<file path="config.mk">
export PLATFORM = sky130hd
export DESIGN_NAME = countdown_timer
export DESIGN_NICKNAME = d
export VERILOG_FILES = /design/src/rtl/countdown_timer.sv
export SDC_FILE = /design/constraint.sdc
export NUM_CORES = 1
export LEC_CHECK = 0
export ABC_AREA = 1
export BUFFER_PORTS_ARGS = -buffer_cell sky130_fd_sc_hd__clkbuf_2
export CORE_ASPECT_RATIO = 0.9
export CORE_MARGIN = 5
export CORE_UTILIZATION = 45
export DETAILED_ROUTE_END_ITERATION = 8
export GPL_TIMING_DRIVEN = 0
export RECOVER_POWER = 100
export SLEW_MARGIN = 20
export SYNTH_ARGS = -nofsm -noshare
export SYNTH_HDL_FRONTEND = slang
export SYNTH_SLANG_ARGS = --single-unit
</file>
<file path="constraint.sdc">
create_clock -name clk -period 2.82 [get_ports clk]
set_clock_uncertainty 0.1 [all_clocks]
set_input_delay 0.282 -clock clk [delete_from_list [all_inputs] [get_ports clk]]
set_output_delay 0.282 -clock clk [all_outputs]
set_load 0.02 [all_outputs]
</file>
<file path="src/rtl/countdown_timer.sv">
// BCD minutes:seconds countdown timer with IDLE/RUN/PAUSE/EXPIRED control.
// Optional low-time warning output enabled by defining COUNTDOWN_WARN_EN.
module countdown_timer #(
    parameter int CLK_DIV = 50000000
) (
    input  logic       clk,
    input  logic       reset,
    input  logic       load,
    input  logic [3:0] preset_m,
    input  logic [7:0] preset_s,
    input  logic       start,
    input  logic       pause,
    output logic [3:0] m,
    output logic [7:0] s,
    output logic       running,
    output logic       done,
    output logic       expired,
    output logic       warn
);
    typedef enum logic [1:0] {IDLE, RUN, PAUSE, EXPIRED} state_t;

    localparam int            PW   = $clog2(CLK_DIV);
    localparam logic [PW-1:0] PMAX = PW'(CLK_DIV - 1);

    state_t        state, state_n;
    logic [PW-1:0] presc, presc_n;
    logic [3:0]    m_n;
    logic [7:0]    s_n;
    logic          tick;

    function automatic logic [3:0] sat(input logic [3:0] d, input logic [3:0] lim);
        return (d > lim) ? lim : d;
    endfunction

    assign tick = (state == RUN) && (presc == PMAX);

    always_comb begin
        state_n = state;
        presc_n = presc;
        m_n     = m;
        s_n     = s;
        if (state == RUN)
            presc_n = tick ? '0 : presc + 1'b1;
        // One-second BCD decrement with borrow; 00:00 never occurs in RUN.
        if (tick) begin
            if (s[3:0] != 4'd0)
                s_n[3:0] = s[3:0] - 4'd1;
            else if (s[7:4] != 4'd0)
                s_n = {s[7:4] - 4'd1, 4'd9};
            else if (m != 4'd0) begin
                m_n = m - 4'd1;
                s_n = 8'h59;
            end
        end
        if (load) begin
            m_n     = sat(preset_m, 4'd9);
            s_n     = {sat(preset_s[7:4], 4'd5), sat(preset_s[3:0], 4'd9)};
            state_n = IDLE;
            presc_n = '0;
        end else begin
            case (state)
                IDLE:
                    if (start && (m != 4'd0 || s != 8'h00)) begin
                        state_n = RUN;
                        presc_n = '0;
                    end
                RUN:
                    if (tick && m_n == 4'd0 && s_n == 8'h00)
                        state_n = EXPIRED;
                    else if (pause)
                        state_n = PAUSE;
                PAUSE:
                    if (start && !pause)
                        state_n = RUN;
                default: ;
            endcase
        end
    end

    always_ff @(posedge clk) begin
        if (reset) begin
            state   <= IDLE;
            presc   <= '0;
            m       <= 4'd0;
            s       <= 8'h00;
            running <= 1'b0;
            done    <= 1'b0;
            expired <= 1'b0;
        end else begin
            state   <= state_n;
            presc   <= presc_n;
            m       <= m_n;
            s       <= s_n;
            running <= (state_n == RUN);
            expired <= (state_n == EXPIRED);
            done    <= (state == RUN) && (state_n == EXPIRED);
        end
    end

`ifdef COUNTDOWN_WARN_EN
    always_ff @(posedge clk) begin
        if (reset)
            warn <= 1'b0;
        else
            warn <= (state_n == RUN || state_n == PAUSE) && m_n == 4'd0 && s_n <= 8'h10;
    end
`else
    assign warn = 1'b0;
`endif

endmodule
</file>
Yosys cells after proc, flatten, opt, wreduce, memory -nomap -nowiden
Cells that the tools add are included.
Widths: inputs -> output; s select.
{"block": "word_totals", "regBits": 43, "latchBits": 0, "ram_bits": 0, "rom_bits": 0, "input_bits": 17, "out_inout_bits": 16, "memories": 0}
{"block": "classes", "n_addsub": 4, "multipliers": 0, "n_div": 0, "magnitude_cmp": 3, "n_eq_ne": 5, "shifts": 0, "n_mux": 24, "n_bitwise": 0, "reduce_logical": 16}
{"operator": "$mux 26", "n": 4}
{"operator": "$mux 4", "n": 10}
{"operator": "$mux 8", "n": 4}
{"operator": "$add 26x1->26 const B", "n": 1}
{"operator": "$eq 26x26->1 const B", "n": 1}
{"operator": "$reduce_bool 4->1", "n": 3}
{"operator": "$sub 4x1->4 const B", "n": 3}
{"operator": "$mux 2", "n": 5}
{"operator": "$gt 4x4->1 const B", "n": 2}
{"operator": "$logic_not 8->1", "n": 1}
{"operator": "$reduce_bool 8->1", "n": 1}
{"operator": "$logic_and 1x1->1", "n": 6}
{"operator": "$pmux 2 s3", "n": 1}
{"operator": "$eq 2x1->1 const B", "n": 2}
{"operator": "$eq 2x2->1 const B", "n": 2}
{"operator": "$gt 4x3->1 const B", "n": 1}
{"operator": "$logic_not 4->1", "n": 1}
{"operator": "$logic_not 2->1", "n": 1}
{"operator": "$reduce_or 2->1", "n": 1}
{"operator": "$logic_not 1->1", "n": 1}
{"operator": "$logic_or 1x1->1", "n": 1}

Depth between registers and ports, before layout
{"block": "depth", "depth_word": 13, "depth_mapped": 20, "mapped_depth_nobuf": 20}

Worst setup path before layout
Ideal clock, no wire load.
{"block": "synth_path", "kind": "flip-flop to flip-flop", "from": "register s[0]", "to": "register done", "setup_ns": 0.062, "arrival_time_ns": 1.891, "setup_slack_ns": 0.767, "stages_incl_launch_ff": 18, "path_buffers": 0, "path_cell_list": "dfxtp_1 inv_1 ha_1 nand3_2 nor2_4 nand2_1 nand3_1 nand2_1 nand2_1 nor2_1 nand2_1 nor2_2 nand3_2 nand2_2 nand2_2 nor2_4 nand2_2 nor2_2"}
{"block": "synth_via", "elab_chain_cells": 11, "elab_cells_between_ends": 22, "classes_between": "add/sub (1); eq/ne (1); mux (11); reduce/logical (9)"}
{"element": "from (decl)", "line_no": "14", "text": "output logic [7:0] s,"}
{"element": "from (signal assigned)", "line_no": "93", "text": "s <= s_n;"}
{"element": "parallel branches: the longest is 7 deep, another holds $sub 4x1->4"}
{"element": "$pmux 2 s3 *", "line_no": "61", "text": "case (state)"}
{"element": "$mux 2 *", "line_no": "55", "text": "if (load) begin"}
{"element": "$eq 2x2->1 *", "line_no": "96", "text": "done <= (state == RUN) && (state_n == EXPIRED);"}
{"element": "$logic_and 1x1->1 *", "line_no": "96"}
{"element": "to (signal assigned)", "line_no": "96"}
{"element": "to (decl)", "line_no": "16", "text": "output logic done,"}
Mark *: on every way between the ends.
A chain may end at the register's enable or synchronous reset.

Worst setup path after layout
{"block": "layout_path", "from": "register s[0]", "to": "register presc[15]"}
{"block": "layout_via", "elab_chain_cells": 5}
{"element": "$reduce_bool 8->1", "line_no": "63", "text": "if (start && (m != 4'd0 || s != 8'h00)) begin"}
{"element": "$logic_or 1x1->1", "line_no": "63"}
{"element": "$logic_and 1x1->1", "line_no": "63"}
{"element": "$mux 26", "line_no": "63"}
{"element": "$mux 26", "line_no": "61"}
{"element": "to (signal assigned)", "line_no": "91", "text": "presc <= presc_n;"}
{"element": "to (decl)", "line_no": "26", "text": "logic [PW-1:0] presc, presc_n;"}
Every way passes these cells.

==> run metrics <==
outcome complete, no violations; Syn Area/Cell between 6 and 7 um^2; Gate Count Post-Synth 444; area occupied by multi-input gates approximately 0.0015 mm^2; Post-synth EDFFs 0; unrepaired setup endpoints after global routing no; Flop pwr share around half; final non-filler cell total approximately 550; die width just over 90 um; NetSw 0.3462 mW; initial antenna violation count 0; CTS root buffer clkbuf_8; cts bufs inserted 5; synth cell count leaders nand2_1 (110), inv_1 (68), nor2_1 (68); Clock Latency Late Sink 290 ps; DP Cell Count 545; Register Area between 800 and 900 um^2; share of cells above drive strength 1 between 10% and 20%; die area 0.007755 mm^2; leading area contributor after synthesis dfxtp_1; CP startpoint kind flop; first-pass GRT wire length around 11000 um; Max Freq ~400 MHz; Post-synth ARST share 0%; CTS HTree Levels 2; 1st-pass router iterations 4; hold slack roughly 140 ps; min Tclk post-route approximately 2500 ps; Req. time, crit path roughly 2900 ps; Routed WL approximately 6500 um; Post-Syn Area 0.002741 mm^2; Die Span Y between 80 and 90 um; Yosys warning count 0; period utilisation layout between 80 and 90%; ys flop type dfxtp_1; PortBufs 29; routability cong. roughly 0.83; critical path startpoint s[0]; DRC viols 0; wire length per cell roughly 12 um; library cells used by synthesis 34; r2r startpoint s[0]; Avg Vias per Cell slightly below 5; Yosys top cell area share 31.40%; crit path DAT 2590 ps; number of nets in the layout about 500; Clock Power Share around two fifths; # IOs 33; ranking of synthesized cells by area dfxtp_1 (31%), nand2_1 (15%), inv_1 (9.3%), nor2_1 (9.3%), nand3_1 (4.7%); Net Sw Frac roughly a quarter; CP endpoint presc[15]; Int Pwr ~0.96 mW; GRT Util Overall around 18%; vias in the first global route roughly 2400; Worst R2R End presc[15]; critical path peak fanout 10; GR Overflow Total 0; Sink Count 43; DRT iter0 DRCs 86; Worst R2R Setup Slack about 340 ps; leakage power 1.281 nW; Worst-path clk slew around 90 ps; reg2reg path depth 13; VDD IR max between 0.2 and 0.3 mV; area delta synth->final 11.23%; TritonCTS clock tree done; std cell rows 27; fill count 660; Tightest Hold Check Type input pin to flop; Seq cells post-synth 43; largest net degree at the start of global routing 14; Slew Limit Fails 0; crit path kind flop to flop; via count approximately 2700; ANT cells 0; maxcap violations 0; Seq/Total Area, Yosys 31.40%; crit end category flop; Routed Antenna Nets 0; Core Box Area ~0.006 mm^2; setup violators final 0; worst-margin pin slew roughly 570 ps; Pwr Density roughly 430 mW/mm^2; most common cell in the netlist nand2_1; starting density of the core 45.59%; Max Buffers Root-to-Sink 2; HPWL Detailed 5230 um; Final Hold Viols 0; Comb pwr share 13.3%; Slew headroom between 60% and 70%; Mapped Nets about 470; setup_tns 0 ps
final cells by class:
cell class,instances,area share (%)
clock inverter,2,1.149
multi-input combinational,319,50.55
timing repair buffer,29,4.144
sequential,43,28.23
inverter,77,9.479
buffer,5,0.7796
clock buffer,6,2.708
tap,72,2.954
power by group through the flow:
stage / combinational [mW] / sequential [mW] / clock (mW)
floorplan: 0.117 / 0.654 / 0
detailed placement: 0.179 / 0.644 / 0
global placement: 0.177 / 0.644 / 0
finish: 0.174 / 0.629 / 0.504
CTS: 0.179 / 0.630 / 0.524
global route: 0.198 / 0.632 / 0.556
layout by cell type, fill, tap and decap left out, drive strengths merged, types with 4 or more instances in the layout:
| cell | instances |
|---|---|
| nand4 | 8 |
| nand2 | 122 |
| nor3 | 12 |
| nor4 | 5 |
| clkbuf | 38 |
| xor2 | 5 |
| nor2 | 82 |
| a21oi | 17 |
| dfxtp | 43 |
| nand3 | 29 |
| inv | 76 |
| o21ai | 21 |
| ha | 4 |
flip-flops by register name (all words and copies together), names as in the netlist:
name     count
presc       26
s            8
m            4
state        2
done         1
expired      1
running      1
worst min-delay path by stage:
stage	start	end	slack (ps)	cells after the start
5_1_grt	preset_s[5]	s[5]	140	3
3_3_place_gp	presc[22]	presc[22]	380	1
4_1_cts	preset_m[2]	m[2]	130	2
3_5_place_dp	presc[22]	presc[22]	380	1
2_1_floorplan	preset_m[1]	m[1]	320	2
6_report	preset_m[1]	m[1]	140	3
cell families (layout without fill, tap and decap cells):
logic type / count (synthesis) / count (layout) / share of synthesized area (%)
compound gates: 51 / 51 / 11.23
xor+xnor: 5 / 5 / 1.597
fa+ha+maj: 4 / 4 / 1.826
buf+inv: 82 / 119 / 11.41
flops: 43 / 43 / 31.40
other cells: 1 / 1 / 0.1368
simple gates: 258 / 258 / 42.40
metal layers:
metal	track usage, %	up-vias	wire (um)
met5	0	-	0
li1	-	1471	-
met3	3.336	2	304
met1	27.33	1152	3445
met4	2.834	0	17
met2	25.73	46	2694
what timing repair did:
action,in CTS,in global routing
setup endpoints to repair,0,1
setup buffers,0,0
gates resized for setup,0,1
hold buffers,0,0
hold endpoints to repair,0,0
per-stage QoR:
step / setup slack (ps) / cell area (um^2) / util, % / power, mW
after floorplan: 767.3 / 2741 / - / 0.7710
after global placement: 356.6 / 2977 / 49.50 / 0.8211
after detailed placement: 325.6 / 2977 / 49.50 / 0.8225
after CTS: 303.5 / 3094 / 51.46 / 1.333
after global routing: 13.03 / 3049 / 50.71 / 1.386
final: 344.6 / 3049 / 50.71 / 1.306
worst max-delay path, stage by stage (launching register included):
cell     delay (ps)
dfxtp_1         350
inv_1            80
ha_1            210
nand3_2         190
nor2_4          190
nand2_1         160
nand4_1         100
inv_1            70
nor2_1          180
nand2_2         140
inv_1           150
buf_2           220
o21ai_1         130
a22oi_1         140
No activity file was read; power rests on OpenSTA's default activity.
